<file path="src/rtl/out_port_uart.sv">
// out_port_uart: output stage behind the CPU core. Buffers 16-bit output words
// in a FIFO and sends each word as two UART 8N1 bytes, low byte first, LSB first.
// It also reports FIFO overflow and a drained status for use after the core halts.
module out_port_uart #(
  parameter int DEPTH        = 16,
  parameter int CLKS_PER_BIT = 434
) (
  input  logic                     clk,
  input  logic                     reset,
  input  logic                     out_en,
  input  logic [15:0]              out_dat,
  input  logic                     is_halt,
  output logic                     tx,
  output logic                     full,
  output logic [$clog2(DEPTH):0]   count,
  output logic                     overflow,
  output logic                     busy,
  output logic                     drained
);

  localparam int PW = $clog2(DEPTH);
  localparam int CW = $clog2(CLKS_PER_BIT);
  localparam logic [PW:0]   CNT_FULL = (PW+1)'(DEPTH);
  localparam logic [CW-1:0] BIT_LAST = CW'(CLKS_PER_BIT - 1);

  typedef enum logic [1:0] {IDLE, START, DATA, STOP} state_t;

  // FIFO state
  logic [15:0]   mem [DEPTH];
  logic [PW-1:0] wr_ptr_q, rd_ptr_q;
  logic [PW:0]   count_q, count_d;
  logic          overflow_q;

  // Transmitter state
  state_t        state_q;
  logic          tx_q;
  logic [CW-1:0] clk_cnt_q;
  logic [2:0]    bit_idx_q;
  logic          byte_idx_q;
  logic [15:0]   holder_q;

  logic       empty, push, pop, bit_end;
  logic [7:0] cur_byte;
  logic [2:0] next_bit_idx;

  assign full         = (count_q == CNT_FULL);
  assign empty        = (count_q == '0);
  assign bit_end      = (clk_cnt_q == BIT_LAST);
  assign push         = out_en && !full;
  // A word leaves the FIFO only when the transmitter enters START from IDLE or
  // from the stop bit of a word's high byte.
  assign pop          = !empty && ((state_q == IDLE) ||
                                   (state_q == STOP && bit_end && byte_idx_q));
  assign cur_byte     = byte_idx_q ? holder_q[15:8] : holder_q[7:0];
  assign next_bit_idx = bit_idx_q + 3'd1;

  // Next occupancy: a simultaneous push and pop cancel out.
  always_comb begin
    // NOTE: every always_comb output gets a default first so no path leaves it unassigned (no latch).
    count_d = count_q;
    case ({push, pop})
      2'b10:   count_d = count_q + (PW+1)'(1);
      2'b01:   count_d = count_q - (PW+1)'(1);
      default: count_d = count_q;
    endcase
  end

  // FIFO pointers, occupancy and the sticky overflow flag.
  always_ff @(posedge clk or posedge reset) begin
    // NOTE: sequential state uses non-blocking assignments so all registers update together at the edge.
    if (reset) begin
      wr_ptr_q   <= '0;
      rd_ptr_q   <= '0;
      count_q    <= '0;
      overflow_q <= 1'b0;
    end else begin
      count_q <= count_d;
      if (push) wr_ptr_q <= wr_ptr_q + PW'(1);
      if (pop)  rd_ptr_q <= rd_ptr_q + PW'(1);
      if (out_en && full) overflow_q <= 1'b1;
    end
  end

  // FIFO storage write port.
  always_ff @(posedge clk) begin
    // NOTE: the storage array is deliberately not reset; count/pointers decide which entries are valid.
    if (push) mem[wr_ptr_q] <= out_dat;
  end

  // Transmitter FSM with registered tx; each transition sets tx for the next bit.
  always_ff @(posedge clk or posedge reset) begin
    if (reset) begin
      state_q    <= IDLE;
      tx_q       <= 1'b1;
      clk_cnt_q  <= '0;
      bit_idx_q  <= '0;
      byte_idx_q <= 1'b0;
      holder_q   <= '0;
    end else begin
      case (state_q)
        IDLE: begin
          tx_q <= 1'b1;
          if (pop) begin
            holder_q   <= mem[rd_ptr_q];
            byte_idx_q <= 1'b0;
            clk_cnt_q  <= '0;
            tx_q       <= 1'b0;
            state_q    <= START;
          end
        end
        START: begin
          if (bit_end) begin
            clk_cnt_q <= '0;
            bit_idx_q <= '0;
            tx_q      <= cur_byte[0];
            state_q   <= DATA;
          end else begin
            clk_cnt_q <= clk_cnt_q + CW'(1);
          end
        end
        DATA: begin
          if (bit_end) begin
            clk_cnt_q <= '0;
            if (bit_idx_q == 3'd7) begin
              tx_q    <= 1'b1;
              state_q <= STOP;
            end else begin
              bit_idx_q <= next_bit_idx;
              tx_q      <= cur_byte[next_bit_idx];
            end
          end else begin
            clk_cnt_q <= clk_cnt_q + CW'(1);
          end
        end
        STOP: begin
          if (bit_end) begin
            clk_cnt_q <= '0;
            if (!byte_idx_q) begin
              // High byte follows the low byte with no gap.
              byte_idx_q <= 1'b1;
              tx_q       <= 1'b0;
              state_q    <= START;
            end else if (pop) begin
              holder_q   <= mem[rd_ptr_q];
              byte_idx_q <= 1'b0;
              tx_q       <= 1'b0;
              state_q    <= START;
            end else begin
              tx_q    <= 1'b1;
              state_q <= IDLE;
            end
          end else begin
            clk_cnt_q <= clk_cnt_q + CW'(1);
          end
        end
        default: begin
          tx_q    <= 1'b1;
          state_q <= IDLE;
        end
      endcase
    end
  end

  assign tx       = tx_q;
  assign count    = count_q;
  assign overflow = overflow_q;
  assign busy     = (state_q != IDLE);
  assign drained  = is_halt && empty && !busy;

endmodule

</file>
<file path="config.mk">
export PLATFORM = sky130hd
export DESIGN_NAME = out_port_uart
export DESIGN_NICKNAME = d
export VERILOG_FILES = /design/src/rtl/out_port_uart.sv
export SDC_FILE = /design/constraint.sdc
export NUM_CORES = 1
export LEC_CHECK = 0
export ABC_AREA = 1
export CAP_MARGIN = 20
export CORE_MARGIN = 8
export CORE_UTILIZATION = 32
export CTS_BUF_LIST = sky130_fd_sc_hd__clkbuf_8
export CTS_CLUSTER_DIAMETER = 150
export DETAILED_ROUTE_END_ITERATION = 6
export SKIP_LAST_GASP = 1
export SLEW_MARGIN = 20
export SYNTH_ARGS = -nofsm -noshare
export SYNTH_HDL_FRONTEND = slang
export SYNTH_SLANG_ARGS = --single-unit
</file>
<file path="constraint.sdc">
create_clock -name clk -period 2.56 [get_ports clk]
set_clock_uncertainty 0.2 [all_clocks]
set_input_delay 0.512 -clock clk [delete_from_list [all_inputs] [get_ports clk]]
set_output_delay 0.512 -clock clk [all_outputs]
set_load 0.02 [all_outputs]
</file>
==> flow_summary.ini, run 1 <==
[clock_network]
clockRootBuffer = clkbuf_8
cts-buffers-inserted = 50
clock_latency_ns = 0.57
cts_num_sinks = 302
cts_hold_buffers = 0
h-tree-depth = 2
path_clk_slew_ns = 0.06
clk_path_buf_depth = 3
cts_tree = built

[placement]
hpwl_um = 18300
routabilityCongestion = 0.759
dp_slack_ns = 0.0171
portBuffers = 29

[sta]
relSlewSlack = 0.575
period_share = 0.958
finalHoldViolCount = 0
tightestPinTransition_ns = 0.636
drv_slew = 0
max_freq_ghz = 0.408
finalSetupViolations = 0
rsz0062_at_grt = true
period_needed_ns = 2.45
fin_ws_ns = 0.107
fin_hold_ws_ns = 0.0303
fin_setup_tns_ns = 0

[synth]
yosys_most_used_dff = edfxtp_1
avgSynthCellArea_um2 = 12.1
synth-seq-cells = 302
synth_edf_count = 256
syn_area_um2 = 12700
synth_cells = 1050
yosysTopAreaCell = edfxtp_1
yosysMostFrequentCell = edfxtp_1
syn_nets = 1088
synth_warnings = 0
synth_commonest_cells = edfxtp_1 (256), nor2_1 (213), o21ai_0 (145), nand2_1 (85), o211ai_1 (64)
netlist.area_leader.share = 0.607
synth_cell_types = 37
ys_seq_area_frac = 0.699
async_flop_share = 0.152
synthTopCellsByArea = edfxtp_1 (61%), dfrtp_1 (8.9%), nor2_1 (6.3%), o21ai_0 (5.7%), o211ai_1 (3.8%)

[route]
antenna_left = 0
viasPerCell = 4.74
wl_per_cell_um = 16.9
drtIter0Drc = 639
dr.pass1.iters = 5
wirelength_um = 29000
drc = 0
dr_total_vias = 8117

[status]
status = complete, no violations

[critical_path]
slowest_delay_ns = 0.38
crit_path_end_kind = primary output
critPathMaxFanout = 2
cp.arrival_ns = 1.74
r2r_cells = 19
cp-startpoint = count[3]$_DFFE_PP0P_
worstPathRequired_ns = 1.85
start_kind = flip-flop
reg2reg_from = clk_cnt_q[1]$_DFFE_PP0P_
crit_slowest_cell = dfrtp_1
cp_cell_sequence = nor2_1 > nand2_2 > nor2_4 > buf_4 > nand2_2 > nor2_1 > buf_2
criticalPathCategory = flip-flop to primary output

[cells_and_area]
syn_to_final_growth_pct = 17.8
drive_above_1_share = 0.152
nFillCells = 3728
nNetsFinal = 1187
fin_util = 0.379
diodes = 0

[power]
ir_drop_uv = 285
p_leak_nw = 5.16
power_w = 0.0111
internal_power_w = 0.00826
pwr-share-clk = 0.344
switching_power_w = 0.00281
swShare = 0.254
p_per_area_nw_per_um2 = 742
pwr-share-seq = 0.538
p_comb_frac = 0.118

[floorplan]
die_w_um = 215
coreArea_um2 = 39400
dieArea_um2 = 46200
start_util = 0.321
boundaryPins = 30
rows = 73
die_y_um = 215

[global_routing]
grt_pass1_wl_um = 45400
track_usage = 0.123
overflow = 0
grt_pass1_vias = 7983
grt_max_degree = 75
antenna_found_initial = 0

[worst_hold_path]
hp-class = primary input to asynchronous set/reset pin

[run]
drv_cap = 0
path summary, 6_finish.rpt:
check / endpoint / slack [ns]
max in group asynchronous: tx$_DFFE_PP1P_ / 1.52
setup / recovery: drained / 0.11
min in group clk: overflow$_DFFE_PP0P_ / 0.27
hold / removal: overflow$_DFFE_PP0P_ / 0.03
hold reg to reg: overflow$_DFFE_PP0P_ / 0.27
setup reg to reg: count[4]$_DFFE_PP0P_ / 0.12
final cells by class:
type	count	area, um^2	share of cell area
Clock buffer	51	702	0.0471
Clock inverter	38	189	0.0127
Inverter	50	189	0.0127
Multi-Input combinational cell	642	3380	0.227
Sequential cell	302	8850	0.593
Tap cell	525	657	0.0440
Timing Repair Buffer	103	951	0.0638
routing by layer:
metal  share of wire  vias to the layer above  global-route usage
met2            0.48                      161               0.202
met3           0.041                       52              0.0208
li1                -                     3976                   -
met5               0                        -                   0
met4           0.025                        0              0.0425
met1            0.46                     3928               0.162
cell usage in the layout, fill, tap and decap left out, drive strengths merged, types with 8 or more instances in the layout:
master         instances
clkinv                16
a21oi                 10
ha                    18
clkdlybuf4s50         26
o21ai                165
nor2                 216
o22ai                 18
nand3                 32
o211ai                64
nand2                 88
buf                   75
dfrtp                 45
edfxtp               256
a31oi                  8
clkbuf                51
inv                   68
xor2                   9
registers in the layout, indices dropped and copies added (netlist names):
signal      cells
state_q         2
count           5
bit_idx_q       3
overflow        1
mem           256
tx              1
holder_q       16
byte_idx_q      1
wr_ptr_q        4
rd_ptr_q        4
clk_cnt_q       9
power groups by stage:
stage          combinational, W  sequential (W)  clock, W
3_5_place_dp            0.00131         0.00605         0
6_report                0.00131         0.00595   0.00380
3_3_place_gp            0.00130         0.00604         0
2_1_floorplan          0.000529         0.00611         0
5_1_grt                 0.00144         0.00599   0.00409
4_1_cts                 0.00131         0.00595   0.00389
critical path, delay by kind of cell (launching register included):
family | cells | cell delay [ns]
DFF | 1 | 0.38
buffers and inverters | 2 | 0.30
and+or+nand+nor | 5 | 0.48
through the flow:
stage	instance area (um^2)	cells
after floorplan	12700	1050
after global placement	14000	1619
after detailed placement	14000	1619
after CTS	14800	1708
after global routing	14900	1711
final	14900	1711
logic make-up after synthesis:
group                      count (synthesis)  share of synthesized area
adders and majority gates                 18                     0.0178
AOI/OAI and AO/OA                        268                      0.123
DFF                                      302                      0.699
xor gates and xnor gates                  12                    0.00831
and+or+nand+nor                          344                      0.109
buffers and inverters                    106                     0.0427
timing repair:
| item | in CTS | in global routing |
|---|---|---|
| resized for setup | 3 | 16 |
| setup endpoints to repair | 3 | 5 |
| setup buffers | 0 | 3 |
| pin swaps | 0 | 8 |
Note: power is estimated with default switching activity, not from simulation.
==> run 2: changes to the inputs <==
--- a/config.mk
+++ b/config.mk
@@ -8,10 +8,11 @@
 export ABC_AREA = 1
 export CAP_MARGIN = 20
 export CORE_MARGIN = 8
-export CORE_UTILIZATION = 32
+export CORE_UTILIZATION = 58
 export CTS_BUF_LIST = sky130_fd_sc_hd__clkbuf_8
 export CTS_CLUSTER_DIAMETER = 150
 export DETAILED_ROUTE_END_ITERATION = 6
+export PLACE_DENSITY = 0.78
 export SKIP_LAST_GASP = 1
 export SLEW_MARGIN = 20
 export SYNTH_ARGS = -nofsm -noshare
==> run 2 against run 1 <==
  * Flip-flop and latch count unchanged
  * Cell count decreased by 15%
  * Sequential power hardly changed
  * Setup slack got worse by 0.068 ns
  * Combinational power about the same
  * Global-route usage is 8.5 points higher
  * Via count rose by 3.6%
  * Cell area decreased by 2.3%
  * Non-clock buffer count fell by 3
  * Register-to-register slack got worse by 0.08 ns
  * Utilization rose by 29 points
==> flow_summary.ini, run 2 (synthesized netlist as in run 1, its figures left out) <==
[sta]
max_freq_ghz = 0.397
finalHoldViolCount = 0
drv_slew = 0
period_needed_ns = 2.52
tightestPinTransition_ns = 0.619
rsz0062_at_grt = true
relSlewSlack = 0.586
finalSetupViolations = 0
period_share = 0.985

[floorplan]
rows = 54
die_y_um = 164
die_w_um = 164
coreArea_um2 = 21600
boundaryPins = 30
start_util = 0.585
dieArea_um2 = 26800

[cells_and_area]
fin_area_um2 = 14600
final_common_cell = edfxtp_1
regMostFlops = mem
largest_reg_flops = 256
diodes = 0
nNetsFinal = 1181
top_regs = mem (256), holder_q (16), clk_cnt_q (9)
syn_to_final_growth_pct = 15.1
drive_above_1_share = 0.152
nFillCells = 1507
mostFrequentLayoutCells = edfxtp_1 (256), nor2_1 (197), o21ai_0 (144)

[route]
wl_per_cell_um = 19.0
dr_total_vias = 8407
drtIter0Drc = 1074
viasPerCell = 5.76
wirelength_um = 27700
drc = 0
dr.pass1.iters = 5
antenna_left = 0

[clock_network]
cts_tree = built
path_clk_slew_ns = 0.06
cts_num_sinks = 302
clk_path_buf_depth = 3
clock_latency_ns = 0.55
cts-buffers-inserted = 47
h-tree-depth = 2
clockRootBuffer = clkbuf_8

[run]
drv_cap = 0

[global_routing]
antenna_found_initial = 0
overflow = 0
grt_max_degree = 84
grt_pass1_wl_um = 43400
track_usage = 0.208
grt_pass1_vias = 8266

[critical_path]
critPathBufInv = 3
crit_path_end_kind = flip-flop
cp_cell_sequence = inv_2 > ha_4 > nand2_2 > nor2_4 > nand4_2 > nand2_1 > nand2_2 > inv_2 > ha_4 > xor2_2 > ha_2 > inv_1 > nand2_2 > nand2_1 > nand2_1 > a21oi_2 > xor2_1 > nand2_1 > o21ai_1
slowest_delay_ns = 0.39
criticalPathCategory = flip-flop to flip-flop
start_kind = flip-flop
cp_common_cell = nand2_1
crit_family = simple AND/OR/NAND/NOR gates
crit_slowest_cell = dfrtp_1
critPathMaxFanout = 2
cp.arrival_ns = 2.74
worstPathRequired_ns = 2.78

[placement]
placed_area_um2 = 13600
hpwl_um = 17000
routabilityCongestion = 0.828
portBuffers = 29

[worst_hold_path]
hp-class = flip-flop to flip-flop

[status]
status = complete, no violations

[power]
p_leak_nw = 5.15
power_w = 0.0110
p_per_area_nw_per_um2 = 755
ir_drop_uv = 424
## run 2: changes by cell type in the layout (fill, tap and decap cells not counted), sizes merged
cell / previous run / this run
buf: 75 / 70
clkbuf: 51 / 53
clkinv: 16 / 19
clkinvlp: 3 / 0
dlygate4sd3: 0 / 1
inv: 68 / 63
## run 2: what timing repair did
| item | CTS | global route |
|---|---|---|
| resized for setup | 4 | 16 |
| setup endpoints to repair | 4 | 5 |
| hold buffers | 1 | 0 |
| pin swaps | 0 | 10 |
| setup buffers | 0 | 7 |
| hold endpoints to repair | 6 | 0 |
## run 2: routing by layer
metal,vias up,share of wire,GRT usage
li1,3960,-,-
met1,4071,0.41,0.274
met2,301,0.49,0.344
met3,75,0.065,0.0281
met4,0,0.035,0.0847
met5,-,0,0
## run 2: stage by stage
step                      setup TNS [ns]  cells  worst slack, ns  hold slack (ns)  utilization
final                                  0   1459           0.0388            0.263        0.674
after global routing              -0.194   1459           -0.134            0.277        0.674
after CTS                        -0.0807   1452          -0.0807            0.268        0.669
after detailed placement        -0.00799   1366         -0.00799            0.257        0.628
after global placement                 0   1366           0.0271            0.238        0.628
after floorplan                        0   1050          0.00499            0.252            -
## run 2: worst reg2reg max path: cells and delay by family (launching register included)
family,cells,cell delay [ns]
AOI/OAI and AO/OA,2,0.13
xor gates and xnor gates,2,0.33
adders and majority gates,3,0.46
buffers and inverters,3,0.20
DFF,1,0.39
and+or+nand+nor,9,0.71
## run 2: final timing paths
path / cells past startpoint / endpoint / slack [ns] / startpoint
worst min-delay path: 2 / tx$_DFFE_PP1P_ / 0.26 / tx$_DFFE_PP1P_
max in group asynchronous: 4 / tx$_DFFE_PP1P_ / 1.08 / reset
worst max register to register: 19 / count[4]$_DFFE_PP0P_ / 0.04 / clk_cnt_q[1]$_DFFE_PP0P_
worst max-delay path: 19 / count[4]$_DFFE_PP0P_ / 0.04 / clk_cnt_q[1]$_DFFE_PP0P_
min in group asynchronous: 3 / overflow$_DFFE_PP0P_ / 0.56 / reset
worst min register to register: 2 / tx$_DFFE_PP1P_ / 0.26 / tx$_DFFE_PP1P_
## run 2: area by class of cell
type / instances / area, um^2 / area share
Sequential cell: 302 / 8840 / 0.607
Tap cell: 280 / 350 / 0.0241
Clock inverter: 33 / 159 / 0.0109
Multi-Input combinational cell: 642 / 3390 / 0.232
Inverter: 50 / 189 / 0.0130
Clock buffer: 52 / 716 / 0.0491
Timing Repair Buffer: 100 / 918 / 0.0631
## run 2: where the power goes
group / total [W] / internal, W / switching (W)
Clock: 0.00372 / 0.00196 / 0.00176
Sequential: 0.00596 / 0.00583 / 0.000136
Combinational: 0.00132 / 0.000480 / 0.000839
